[config.mk]
export PLATFORM = sky130hd
export DESIGN_NAME = ros_scan_readout_flat
export DESIGN_NICKNAME = d
export VERILOG_FILES = /design/src/rtl/ros_scan_readout_if.sv /design/src/rtl/ros_scan_readout.sv /design/src/flat_wrapper.sv
export SDC_FILE = /design/constraint.sdc
export NUM_CORES = 1
export LEC_CHECK = 0
export ABC_AREA = 0
export CAP_MARGIN = 25
export CORE_MARGIN = 2
export CORE_UTILIZATION = 35
export DETAILED_ROUTE_END_ITERATION = 16
export SYNTH_ARGS = -nofsm -noshare
export SYNTH_HDL_FRONTEND = slang
export SYNTH_SLANG_ARGS = --single-unit
[constraint.sdc]
create_clock -name clk -period 4.75 [get_ports clk]
set_clock_uncertainty 0.1 [all_clocks]
set_input_delay 0.475 -clock clk [delete_from_list [all_inputs] [get_ports clk]]
set_output_delay 0.475 -clock clk [all_outputs]
set_load 0.03 [all_outputs]
[src/rtl/ros_scan_readout_if.sv]
// ----------------------------------------------------------------------------
// ros_scan_readout_if
//   Serial frame stream leaving the ring-oscillator scan readout.
//   master : the readout block that drives the stream
//   slave  : the pin driver or a monitor that receives it
// Signals
//   ser_data    frame bit, MSB first
//   ser_valid   ser_data carries a frame bit this cycle
//   frame_start high together with the first (header MSB) bit of each frame
// ----------------------------------------------------------------------------
interface ros_scan_readout_if;
  logic ser_data;
  logic ser_valid;
  logic frame_start;

  modport master (output ser_data, output ser_valid, output frame_start);
  modport slave  (input  ser_data, input  ser_valid, input  frame_start);
endinterface

[src/rtl/ros_scan_readout.sv]
// ----------------------------------------------------------------------------
// ros_scan_readout
//   Runs the complete ring-oscillator measurement cycle for NUM_CH channels:
//   clear the channel counters, open the gate window, let the counts settle,
//   snapshot every counter, then send one framed, parity-protected word per
//   enabled channel. Single-shot or continuous scanning.
//
//   Frame (MSB first): {4'b1010, idx[IDX_W-1:0], count[CNT_W-1:0], par}
//   with par = ^{idx, count} (even parity over index and count).
//
// Ports
//   clk         in   system clock
//   reset       in   synchronous, active-high reset
//   ena         in   design enable; low freezes every register
//   start       in   scan request, only looked at in IDLE
//   continuous  in   keep rescanning after each sweep while high
//   ch_mask     in   NUM_CH bits, bit i selects channel i for readout
//   win_len     in   gate-high length in clk cycles (0 behaves as 1)
//   cnt_in      in   channel counts, channel i at [i*CNT_W +: CNT_W]
//   ctr_clear   out  one-cycle clear pulse to the channel counters
//   gate        out  measurement window to the channels
//   busy        out  high whenever the sequencer is not in IDLE
//   done        out  one-cycle pulse after the last bit of a sweep
//   ser         ros_scan_readout_if.master: ser_data / ser_valid / frame_start
// ----------------------------------------------------------------------------
module ros_scan_readout #(
  parameter int NUM_CH = 4,
  parameter int CNT_W  = 20,
  parameter int WIN_W  = 16,
  parameter int SETTLE = 4
) (
  input  logic                    clk,
  input  logic                    reset,
  input  logic                    ena,
  input  logic                    start,
  input  logic                    continuous,
  input  logic [NUM_CH-1:0]       ch_mask,
  input  logic [WIN_W-1:0]        win_len,
  input  logic [NUM_CH*CNT_W-1:0] cnt_in,
  output logic                    ctr_clear,
  output logic                    gate,
  output logic                    busy,
  output logic                    done,
  ros_scan_readout_if.master      ser
);

  localparam int IDX_W   = (NUM_CH > 1) ? $clog2(NUM_CH) : 1;
  localparam int FRAME_W = 4 + IDX_W + CNT_W + 1;
  localparam int BIT_W   = $clog2(FRAME_W);
  localparam int SET_W   = $clog2(SETTLE + 1);

  typedef enum logic [2:0] {
    S_IDLE,
    S_CLEAR,
    S_GATE,
    S_SETTLE,
    S_SNAP,
    S_SHIFT
  } state_t;

  state_t                         state;
  logic [NUM_CH-1:0]              mask_lat;
  logic [WIN_W-1:0]               win_lat;
  logic                           cont_lat;
  logic [WIN_W-1:0]               win_cnt;
  logic [SET_W-1:0]               settle_cnt;
  logic [BIT_W-1:0]               bit_cnt;
  logic [IDX_W-1:0]               cur_ch;
  logic [FRAME_W-1:0]             sh;
  logic [NUM_CH-1:0][CNT_W-1:0]   snap;
  logic [NUM_CH-1:0][CNT_W-1:0]   cnt_arr;

  logic                           restart;
  logic [WIN_W-1:0]               win_eff;
  logic [IDX_W:0]                 first_hit;
  logic [IDX_W:0]                 next_hit;
  logic [FRAME_W-1:0]             first_frame;
  logic [FRAME_W-1:0]             next_frame;

  // The packed layout of cnt_in already matches channel order.
  assign cnt_arr = cnt_in;

  // Lowest enabled channel with index >= lo; MSB of the result is "found".
  function automatic logic [IDX_W:0] find_from(input logic [NUM_CH-1:0] m,
                                               input int lo);
    logic [IDX_W:0] r;
    r = '0;
    for (int i = NUM_CH - 1; i >= 0; i--) begin
      if (m[i] && (i >= lo)) r = {1'b1, IDX_W'(i)};
    end
    return r;
  endfunction

  function automatic logic [FRAME_W-1:0] frame_of(input logic [IDX_W-1:0] idx,
                                                  input logic [CNT_W-1:0] c);
    return {4'b1010, idx, c, ^{idx, c}};
  endfunction

  // NOTE: every always_comb output gets a value before any branch, so no latch can be inferred.
  always_comb begin
    restart   = cont_lat & continuous;
    win_eff   = (win_len == '0) ? WIN_W'(1) : win_len;
    first_hit = find_from(mask_lat, 0);
    next_hit  = find_from(mask_lat, int'(cur_ch) + 1);
    // The first frame leaves in the same cycle the snapshot is written,
    // so it is built straight from the live counts.
    first_frame = frame_of(first_hit[IDX_W-1:0], cnt_arr[first_hit[IDX_W-1:0]]);
    next_frame  = frame_of(next_hit[IDX_W-1:0], snap[next_hit[IDX_W-1:0]]);
  end

  // NOTE: sequential state uses non-blocking assignments so every register samples pre-edge values.
  always_ff @(posedge clk) begin
    if (reset) begin
      state           <= S_IDLE;
      ctr_clear       <= 1'b0;
      gate            <= 1'b0;
      busy            <= 1'b0;
      done            <= 1'b0;
      ser.ser_data    <= 1'b0;
      ser.ser_valid   <= 1'b0;
      ser.frame_start <= 1'b0;
      mask_lat        <= '0;
      win_lat         <= '0;
      cont_lat        <= 1'b0;
      win_cnt         <= '0;
      settle_cnt      <= '0;
      bit_cnt         <= '0;
      cur_ch          <= '0;
      sh              <= '0;
      // NOTE: the snapshot array is reset explicitly so stale counts never reach the serial output.
      snap            <= '0;
    end else if (ena) begin
      // Pulses default low; with ena low they simply hold (stretch).
      ctr_clear <= 1'b0;
      done      <= 1'b0;
      unique case (state)
        S_IDLE: begin
          if (start) begin
            mask_lat  <= ch_mask;
            win_lat   <= win_eff;
            cont_lat  <= continuous;
            ctr_clear <= 1'b1;
            busy      <= 1'b1;
            state     <= S_CLEAR;
          end
        end
        S_CLEAR: begin
          gate    <= 1'b1;
          win_cnt <= WIN_W'(1);
          state   <= S_GATE;
        end
        S_GATE: begin
          // win_cnt holds the number of gate-high cycles including this one.
          if (win_cnt == win_lat) begin
            gate       <= 1'b0;
            settle_cnt <= SET_W'(1);
            state      <= S_SETTLE;
          end else begin
            win_cnt <= win_cnt + 1'b1;
          end
        end
        S_SETTLE: begin
          if (settle_cnt == SET_W'(SETTLE)) state <= S_SNAP;
          else                              settle_cnt <= settle_cnt + 1'b1;
        end
        S_SNAP: begin
          snap <= cnt_arr;
          if (first_hit[IDX_W]) begin
            cur_ch          <= first_hit[IDX_W-1:0];
            bit_cnt         <= '0;
            ser.ser_data    <= first_frame[FRAME_W-1];
            sh              <= {first_frame[FRAME_W-2:0], 1'b0};
            ser.ser_valid   <= 1'b1;
            ser.frame_start <= 1'b1;
            state           <= S_SHIFT;
          end else begin
            // Empty mask: the sweep ends without any frame.
            done <= 1'b1;
            if (restart) begin
              mask_lat  <= ch_mask;
              win_lat   <= win_eff;
              ctr_clear <= 1'b1;
              state     <= S_CLEAR;
            end else begin
              busy  <= 1'b0;
              state <= S_IDLE;
            end
          end
        end
        S_SHIFT: begin
          ser.frame_start <= 1'b0;
          if (bit_cnt != BIT_W'(FRAME_W - 1)) begin
            bit_cnt      <= bit_cnt + 1'b1;
            ser.ser_data <= sh[FRAME_W-1];
            sh           <= sh << 1;
          end else if (next_hit[IDX_W]) begin
            // Next frame follows with no gap cycle.
            cur_ch          <= next_hit[IDX_W-1:0];
            bit_cnt         <= '0;
            ser.ser_data    <= next_frame[FRAME_W-1];
            sh              <= {next_frame[FRAME_W-2:0], 1'b0};
            ser.frame_start <= 1'b1;
          end else begin
            ser.ser_data  <= 1'b0;
            ser.ser_valid <= 1'b0;
            done          <= 1'b1;
            // A new sweep needs both the request captured at start and the live level.
            if (restart) begin
              mask_lat  <= ch_mask;
              win_lat   <= win_eff;
              ctr_clear <= 1'b1;
              state     <= S_CLEAR;
            end else begin
              busy  <= 1'b0;
              state <= S_IDLE;
            end
          end
        end
        default: state <= S_IDLE;
      endcase
    end
  end

endmodule
[src/flat_wrapper.sv]
// flat-port wrapper written by rule: the top's interface ports become plain ports
module ros_scan_readout_flat 
#(
  parameter int NUM_CH = 4,
  parameter int CNT_W  = 20,
  parameter int WIN_W  = 16,
  parameter int SETTLE = 4
)
  (clk, reset, ena, start, continuous, ch_mask, win_len, cnt_in, ctr_clear, gate, busy, done, ser_ser_data, ser_ser_valid, ser_frame_start);
  ros_scan_readout_if ser_i ();
  input  logic clk;
  input  logic reset;
  input  logic ena;
  input  logic start;
  input  logic continuous;
  input  logic [NUM_CH-1:0] ch_mask;
  input  logic [WIN_W-1:0] win_len;
  input  logic [NUM_CH*CNT_W-1:0] cnt_in;
  output logic ctr_clear;
  output logic gate;
  output logic busy;
  output logic done;
  output wire logic [$bits(ser_i.ser_data)-1:0] ser_ser_data;
  output wire logic [$bits(ser_i.ser_valid)-1:0] ser_ser_valid;
  output wire logic [$bits(ser_i.frame_start)-1:0] ser_frame_start;
  assign ser_ser_data = ser_i.ser_data;
  assign ser_ser_valid = ser_i.ser_valid;
  assign ser_frame_start = ser_i.frame_start;
  ros_scan_readout #(.NUM_CH(NUM_CH), .CNT_W(CNT_W), .WIN_W(WIN_W), .SETTLE(SETTLE)) u_core (.clk(clk), .reset(reset), .ena(ena), .start(start), .continuous(continuous), .ch_mask(ch_mask), .win_len(win_len), .cnt_in(cnt_in), .ctr_clear(ctr_clear), .gate(gate), .busy(busy), .done(done), .ser(ser_i));
endmodule
======== Word level (Yosys, flattened, before mapping) ========
Index checks and enable logic that the tools add are counted.
word-level totals
  bits in registers ....................... 164
  input bits .............................. 105
  output and inout bits ................... 7
  word-level logic and storage cells ...... 150
operators by class
  add/subtract/negate cells ............... 4
  order comparisons ....................... 6
  equality and inequality tests ........... 19
  mux-type cells .......................... 77
  bitwise logic cells ..................... 1
  reductions and logical operators ........ 23
operators with widths
  kind                   number
  $mux 16                7
  $mux 27                3
  $bmux 20 s2            2
  $ge 3x32->1 const A    2
  $pmux 27 s2            1
  $mux 3                 16
  $pmux 16 s3            1
  $reduce_xor 22->1      2
  $mux 20                2
  $ge 1x32->1 const A    1
  $ge 2x32->1 const A    1
  $pmux 16 s2            1
  $mux 1                 21
  $mux 4                 5
  $pmux 3 s6             1
  $add 16x1->16 const B  1
  $eq 16x16->1           1
  $logic_not 16->1       1
  $mux 5                 3
  $ne 2x2->1 const B     6
  $pmux 4 s3             1
  $reduce_and 3->1       4
  $reduce_and 6->1       2
  $pmux 1 s2             5
  other kinds (23)       40

======== Logic depth before layout (Yosys ltp) ========
Gate-level depths: netlist of the first run.
  depth in word-level cells ............... 13
  gate-level depth with buffers ........... 12
  depth with buffers taken out ............ 10

======== Least setup slack after synthesis of the first run ========
Ideal clock, no wire load.
  kind .................................... register to register
  start point ............................. reg u_core.mask_lat[2]
  end point ............................... reg u_core.sh[1]
  library setup time ...................... 0.075 ns
  arrival time ............................ 2.639 ns
  required time ........................... 4.575 ns
  path slack .............................. 1.936 ns
  stages on the path, launching flop included .. 12
  path buffers ............................ 2
  period minus slack after synthesis ...... 2.814 ns
  path through ............................ dfxtp_1 -> and2b_1 -> or3_1 -> and2_1 -> buf_2 -> buf_6 -> a221oi_1 -> a31oi_1 -> xnor3_1 -> xnor2_1 -> xnor3_1 -> o22ai_1
on the way
  longest elaborated chain between the ends .. 10
  elaborated cells between the ends (all ways) .. 20
  classes of those cells .................. eq/ne (2); mux (14); reduce/logical (4)
RTL lines
  element                        line                     RTL
  start: declaration             ros_scan_readout.sv:62   logic [NUM_CH-1:0] mask_lat;
  start signal: assignment       ros_scan_readout.sv:139  mask_lat <= ch_mask;
  start signal: assignment       ros_scan_readout.sv:180  mask_lat <= ch_mask;
  start signal: assignment       ros_scan_readout.sv:209  mask_lat <= ch_mask;
  $logic_and 1x1->1              ros_scan_readout.sv:89   if (m[i] && (i >= lo)) r = {1'b1, IDX_W'(i)};
  $mux 3 (3 in a row)            ros_scan_readout.sv:89
  $bmux 20 s2                    ros_scan_readout.sv:108  next_frame = frame_of(next_hit[IDX_W-1:0], snap[next_hit[IDX_W-1:0]]);
  $mux 20 (implied by the code)  ros_scan_readout.sv:108
  $reduce_xor 22->1              ros_scan_readout.sv:96   return {4'b1010, idx, c, ^{idx, c}};
  $mux 27                        ros_scan_readout.sv:196  end else if (next_hit[IDX_W]) begin
  $mux 27                        ros_scan_readout.sv:192  if (bit_cnt != BIT_W'(FRAME_W - 1)) begin
  $pmux 27 s2                    ros_scan_readout.sv:136  unique case (state)
  end signal: assignment         ros_scan_readout.sv:172  sh <= {first_frame[FRAME_W-2:0], 1'b0};
  end signal: assignment         ros_scan_readout.sv:195  sh <= sh << 1;
  end signal: assignment         ros_scan_readout.sv:201  sh <= {next_frame[FRAME_W-2:0], 1'b0};
  end: declaration               ros_scan_readout.sv:69   logic [FRAME_W-1:0] sh;
Parallel ways exist; a longest one is shown, timed or not. The select of a mux whose other input is x is not followed.
A chain may end at the register's enable or synchronous reset.

======== Worst setup path after layout of the first run ========
  start point ............................. reg u_core.mask_lat[3]
  end point ............................... reg u_core.sh[1]
on the way
  longest elaborated chain between the ends .. 11
  elaborated cells between the ends (all ways) .. 22
  classes of those cells .................. eq/ne (2); mux (16); reduce/logical (4)
RTL lines
  element                        line
  $logic_and 1x1->1              ros_scan_readout.sv:89
  $mux 3 (4 in a row)            ros_scan_readout.sv:89
  $bmux 20 s2                    ros_scan_readout.sv:108
  $mux 20 (implied by the code)  ros_scan_readout.sv:108
  $reduce_xor 22->1              ros_scan_readout.sv:96
  $mux 27                        ros_scan_readout.sv:196
  $mux 27                        ros_scan_readout.sv:192
  $pmux 27 s2                    ros_scan_readout.sv:136
Parallel ways exist; a longest one is shown, timed or not. The select of a mux whose other input is x is not followed.

==> flow_summary_export.csv, run 1 <==
group,metric,value,unit
pwr,p_per_area,343,nW/um^2
hold_path,worstHoldStart,"u_core.snap[2]",
critical_path,end_kind,"flop",
timing,tns,0,ns
place,numPortBuffers,111,
critical_path,crit_slowest_cell,"and2_1",
global_routing,globalRouteMet1Util,29.1,%
routing,postRouteAntennaNets,0,
logic_synthesis,async_reset_ff_share,0,%
routing,post_drt_wl_per_cell,17.7,um
logic_synthesis,yosysMostFrequentCell,"nand2_1",
critical_path,reg2reg_depth,10,
global_routing,busiest_layer,"met2",
pwr,power_frac_seq,38.9,%
final_layout,nNetsFinal,1297,
cts,numCtsBuffers,17,
timing,finalHoldViolations,0,
critical_path,r2r_start,"u_core.mask_lat[3]",
hold_path,whs_path_depth,2,
logic_synthesis,yosys.area.top_type,"dfxtp_1",
global_routing,grt_overflow,0,
pwr,pwr-share-comb,21.5,%
critical_path,critPathMaxFanout,24,
cts,postCtsSetupBuffers,0,
final_layout,n_antenna_cell,0,
global_routing,grtUsageMet2,33.5,%
hold_path,worstHoldEndpoint,"u_core.snap[2]",
pwr,power.share.clock,39.6,%
logic_synthesis,synthCells,1119,
logic_synthesis,synth_top_area_share,38.0,%
global_routing,grt_pass1_wl,43000,um
pwr,switching_share,30.1,%
cts,cts_max_level,4,
floorplan,ios,112,
cts,clock_path_buffers,2,
cts,cts_resized,0,
critical_path,path_common_cell,"xnor3_1",
floorplan,start_util,35.5,%
routing,vias_per_cell,5.40,
global_routing,gr-usage-met3,2.94,%
critical_path,cp_slowest_stage_delay,0.84,ns
critical_path,cp-start-kind,"flop",
pwr,power.switching,1.09,mW
logic_synthesis,synth_edf_count,0,
logic_synthesis,ys_seq_area_share,38.0,%
timing,fmax,259,MHz
final_layout,fin_area,10600,um^2
pwr,p_leak,3.82,nW
logic_synthesis,synth.cells.most_frequent,"nand2_1 (241), dfxtp_1 (163), a21oi_1 (138)",
critical_path,regToRegEndpoint,"u_core.sh[1]",
routing,drt-total-wl,27000,um
timing,period_needed,3.86,ns
cts,clkTransAtPathRegs,0.07,ns
floorplan,fp.dieArea,25800,um^2
flow_run,cap_viol_max_count,0,
timing,maxSlewHeadroom,32.9,%
final_layout,fill_cells,2463,
global_routing,antenna_found_initial,0,
routing,first_pass_iters,6,
cts,cts_num_sinks,163,
critical_path,path_cells,"nand2b_1, nand2_1, buf_4, and2_1, a221oi_1, a31oi_1, xnor2_1, xnor3_1, xnor3_1, o22ai_1",
timing,rsz0062_at_grt,"false",
critical_path,arrival,4.05,ns
timing,worstMarginPinSlew,1.01,ns
cts,cts_hold_buf,0,
place,hpwl,18600,um
place,gp_congestion,0.846,
global_routing,grt_pass1_vias,7804,
logic_synthesis,synth_area,8590,um^2
routing,num_vias,8229,
critical_path,criticalPathCategory,"flop to flop",
floorplan,die_h,161,um
logic_synthesis,yosys_warnings,0,
final_layout,area_delta_synth_final,22.9,%
logic_synthesis,synth_nets,1229,
floorplan,coreArea,24200,um^2
timing,finalCritPeriodShare,81.3,%
global_routing,grt.total_usage,21.0,%
critical_path,worstPathRequired,4.94,ns
hold_path,hp-class,"flop to flop",
outcome,outcome,"completed",
logic_synthesis,ys.flop_type,"dfxtp_1",
routing,drt_iter0_markers,629,
pwr,irDropWorstVdd,0.303,mV
critical_path,reg2reg_slack,0.89,ns
place,place_area,9960,um^2
floorplan,die_w,161,um
cts,clockRootBuffer,"clkbuf_16",
timing,setup_viol,0,
final_layout,drive_gt1_share,7.42,%
floorplan,rows,57,
cts,worstSkewPairLatency,0.45,ns
cts,cts_tree,"done",
timing,slew_viol_final,0,
routing,drc_errors,0,
logic_synthesis,ys_ff_latch,163,
logic_synthesis,synth.area.top_cells,"dfxtp_1 (38%), nand2_1 (11%), a21oi_1 (8.0%), nor2_1 (4.6%), xor2_1 (4.0%)",
logic_synthesis,syn_avg_cell_area,7.68,um^2
logic_synthesis,synth_cell_types,64,
global_routing,grt_max_degree,84,
pwr,intPower,2.53,mW
[cell families after synthesis]
| group | share of synthesized area, % |
|---|---|
| flip-flops | 38.0 |
| AO/OA/AOI/OAI | 21.5 |
| buffers and inverters | 4.88 |
| XOR/XNOR | 7.88 |
| multiplexers | 3.86 |
| adder cells (fa/ha/maj) | 0.728 |
| AND/OR/NAND/NOR | 23.2 |
[power groups by stage]
stage / registers (mW) / logic [mW] / clock network (mW)
final: 1.41 / 0.779 / 1.43
after floorplan: 1.43 / 0.523 / 0
after detailed placement: 1.44 / 0.767 / 0
after global placement: 1.44 / 0.766 / 0
after CTS: 1.41 / 0.771 / 1.46
after global routing: 1.41 / 0.825 / 1.50
[state kept, by name, summed over array words and instances (netlist names)]
name                    cells
u_core.snap                80
u_core.ctr_clear            1
u_core.gate                 1
u_core.cur_ch               2
u_core.cont_lat             1
u_core.bit_cnt              5
u_core.settle_cnt           3
u_core.ser.ser_valid        1
u_core.done                 1
u_core.mask_lat             4
u_core.sh                  26
u_core.state                3
u_core.busy                 1
u_core.ser.frame_start      1
u_core.win_cnt             16
u_core.ser.ser_data         1
u_core.win_lat             16
[how the worst max path moves through the flow]
| stage | slack (ns) | from | to | cells past startpoint |
|---|---|---|---|---|
| after global routing | 0.60 | u_core.mask_lat[3] | u_core.sh[1] | 10 |
| after CTS | 0.95 | u_core.mask_lat[3] | u_core.sh[1] | 10 |
| after detailed placement | 0.96 | u_core.mask_lat[3] | u_core.sh[1] | 10 |
| final | 0.89 | u_core.mask_lat[3] | u_core.sh[1] | 10 |
| after floorplan | 1.94 | u_core.mask_lat[2] | u_core.sh[1] | 11 |
| after global placement | 1.08 | u_core.mask_lat[3] | u_core.sh[1] | 10 |
[cell usage in the layout (no fill, tap or decap), types with 5 or more instances in the layout]
| master | n |
|---|---|
| nand3_1 | 17 |
| inv_1 | 20 |
| nor2_1 | 105 |
| a221oi_1 | 16 |
| xnor3_1 | 6 |
| nor4_1 | 9 |
| dfxtp_1 | 163 |
| xor2_1 | 39 |
| clkbuf_16 | 17 |
| a21boi_0 | 8 |
| or2_2 | 5 |
| nand2_1 | 241 |
| nand2b_1 | 18 |
| nand4_1 | 7 |
| o221ai_1 | 9 |
| o21ai_0 | 20 |
| xnor2_1 | 21 |
| clkdlybuf4s50_1 | 110 |
| a31oi_1 | 9 |
| mux2i_1 | 32 |
| o22ai_1 | 23 |
| nor3_1 | 10 |
| nor2b_1 | 7 |
| a31o_2 | 12 |
| inv_6 | 5 |
| o2bb2ai_1 | 5 |
| o211ai_1 | 9 |
| buf_4 | 23 |
| ha_1 | 5 |
| a211oi_1 | 18 |
| a21oi_1 | 138 |
[worst max-delay path: cells and delay by family, from the launching register on]
family,cells,cell delay (ns)
AO/OA/AOI/OAI,3,0.59
XOR/XNOR,3,0.97
buffers and inverters,1,0.25
flip-flops,1,0.66
AND/OR/NAND/NOR,3,1.14
[cell type report]
cell class / instances / area [um^2] / share of cell area, %
clock buffers: 19 / 443 / 4.20
clock inverters: 13 / 156 / 1.48
inverters: 21 / 78.8 / 0.747
multi-input cells: 850 / 4920 / 46.6
flip-flops and latches: 163 / 3260 / 30.9
well taps: 324 / 405 / 3.84
repair buffers: 134 / 1290 / 12.3
[routing by layer]
metal  vias to the layer above  wire length [um]
met5                         -                 0
met3                        48              1430
met2                       288             12300
met4                         0               636
met1                      3883             12700
li1                       4010                 -
[stage by stage]
step / total power [mW] / hold WS [ns] / setup WS, ns / util, % / std cells
finish: 3.62 / 0.355 / 0.889 / 43.7 / 1524
global route: 3.74 / 0.375 / 0.597 / 43.7 / 1524
CTS: 3.64 / 0.356 / 0.948 / 43.7 / 1524
detailed placement: 2.21 / 0.346 / 0.964 / 41.2 / 1492
floorplan: 1.96 / 0.332 / 1.94 / - / 1119
global placement: 2.21 / 0.341 / 1.08 / 41.1 / 1491
(Power assumes the default switching activity.)
==> inputs of run 2 (changes only) <==
==> constraint.sdc (replaced) <==
create_clock -name clk -period 3.3 [get_ports clk]
set_clock_uncertainty 0.1 [all_clocks]
set_input_delay 0.33 -clock clk [delete_from_list [all_inputs] [get_ports clk]]
set_output_delay 0.33 -clock clk [all_outputs]
set_load 0.03 [all_outputs]
==> flow_summary_export.csv, run 2 (synthesis gave the netlist of run 1 again) <==
group,metric,value,unit
outcome,outcome,"completed",
place,numPortBuffers,111,
global_routing,grt_max_degree,81,
timing,rsz0062_at_grt,"false",
place,hpwl,19800,um
final_layout,layout_common_cells,"nand2_1 (241), dfxtp_1 (162), a21oi_1 (138)",
timing,finalHoldViolations,0,
routing,num_vias,8359,
pwr,irDropWorstVdd,0.281,mV
critical_path,critPathMaxFanout,5,
final_layout,largest_register,"u_core.snap",
routing,drt-total-wl,27600,um
critical_path,cp-start-kind,"flop",
floorplan,die_h,161,um
final_layout,top_regs,"u_core.snap: 80 flops, u_core.sh: 26 flops",
cts,clockRootBuffer,"clkbuf_16",
floorplan,die_w,161,um
timing,tns,0,ns
timing,fmax,318,MHz
global_routing,grt_pass1_wl,43900,um
place,gp_congestion,0.843,
cts,cts_hold_buf,0,
routing,drt_iter0_markers,811,
final_layout,drive_gt1_share,9.76,%
timing,slew_viol_final,0,
timing,worstMarginPinSlew,0.895,ns
final_layout,area_delta_synth_final,25.8,%
hold_path,hp-class,"input port to flop",
cts,clock_path_buffers,2,
final_layout,final_common_cell,"nand2_1",
critical_path,path_cells,"buf_4, or3b_1, o221a_2, o22ai_1, xnor3_1, xnor3_1, xnor2_1, a32oi_1, o22ai_1",
final_layout,nNetsFinal,1326,
final_layout,n_antenna_cell,0,
critical_path,arrival,3.35,ns
cts,cts_tree,"done",
pwr,p_leak,3.98,nW
critical_path,endpoint,"u_core.sh[1]",
floorplan,coreArea,24200,um^2
critical_path,criticalPathCategory,"flop to flop",
critical_path,worst_path_dominant_cell_family,"XOR/XNOR gates",
pwr,p_per_area,484,nW/um^2
routing,post_drt_wl_per_cell,17.8,um
critical_path,r2r_start,"u_core.mask_lat[2]",
critical_path,cp_slowest_stage_delay,0.51,ns
timing,period_needed,3.15,ns
critical_path,reg2reg_slack,0.15,ns
cts,postCtsSetupBuffers,0,
global_routing,grt.total_usage,21.5,%
critical_path,end_kind,"flop",
critical_path,worstPathRequired,3.50,ns
cts,numCtsBuffers,17,
critical_path,reg2reg_depth,9,
global_routing,grt_overflow,0,
floorplan,fp.dieArea,25800,um^2
place,place_area,10200,um^2
routing,vias_per_cell,5.38,
critical_path,cp-startpoint,"u_core.mask_lat[2]",
routing,drc_errors,0,
critical_path,crit_slowest_cell,"or3b_1",
global_routing,grt_pass1_vias,7983,
floorplan,ios,112,
cts,cts_num_sinks,163,
cts,cts_max_level,4,
final_layout,largest_reg_flops,80,
floorplan,start_util,35.5,%
final_layout,fin_area,10800,um^2
timing,holdWs,0.312,ns
global_routing,antenna_found_initial,0,
timing,setup_viol,0,
timing,maxSlewHeadroom,40.3,%
critical_path,path_buf_inv,1,
cts,worstSkewPairLatency,0.45,ns
routing,postRouteAntennaNets,0,
flow_run,cap_viol_max_count,0,
critical_path,cp_num_cells,9,
routing,first_pass_iters,5,
cts,clkTransAtPathRegs,0.08,ns
timing,finalCritPeriodShare,95.4,%
floorplan,rows,57,
critical_path,regToRegEndpoint,"u_core.sh[1]",
run 2: cell count changes in the layout (fill, tap and decap cells not counted), sizes merged:
cell,previous run,this run
clkinv,4,7
clkbuf,19,17
bufinv,1,0
buf,24,53
run 2: area by class of cell:
class / instances / area [um^2]
sequential: 163 / 3260
fill: 2428 / 13400
inverter: 21 / 78.8
tap: 324 / 405
timing repair buffer: 163 / 1540
multi-input combinational: 850 / 4920
clock buffer: 17 / 425
clock inverter: 15 / 179
run 2: timing repair:
action | in CTS | in global routing
endpoints found under the hold margin | 0 | 0
setup endpoints to repair | 0 | 9
gates resized for setup | 0 | 2
run 2: where the power goes:
group | switching, mW | internal [mW] | total (mW)
logic | 0.586 | 0.597 | 1.18
registers | 0.0292 | 1.99 | 2.02
clock network | 0.999 | 1.03 | 2.03
total | 1.61 | 3.62 | 5.24
run 2: metal layers:
layer  routed length, um  vias up  global-route usage [%]
li1                    -     4080                       -
met1               13000     3915                    30.1
met2               12300      324                    33.1
met3                1830       40                    4.11
met4                 564        0                    7.58
met5                   0        -                       0
run 2: worst min-delay path by stage:
| stage | end | cells after the start | slack (ns) | from |
|---|---|---|---|---|
| final | u_core.win_lat[6] | 2 | 0.31 | reset |
| after global routing | u_core.win_lat[0] | 2 | 0.32 | reset |
| after CTS | u_core.win_lat[3] | 2 | 0.31 | reset |
| after detailed placement | u_core.snap[2] | 2 | 0.34 | u_core.snap[2] |
| after global placement | u_core.snap[2] | 2 | 0.34 | u_core.snap[2] |
| after floorplan | u_core.sh[24] | 2 | 0.33 | u_core.sh[23] |
run 2: stage by stage:
step | power (mW) | setup WS, ns | cells | utilization [%]
detailed placement | 3.24 | 0.202 | 1521 | 42.2
global placement | 3.23 | 0.239 | 1521 | 42.2
global route | 5.43 | 0.0117 | 1553 | 44.7
floorplan | 2.82 | 0.486 | 1119 | -
CTS | 5.26 | 0.169 | 1553 | 44.7
finish | 5.24 | 0.151 | 1553 | 44.7
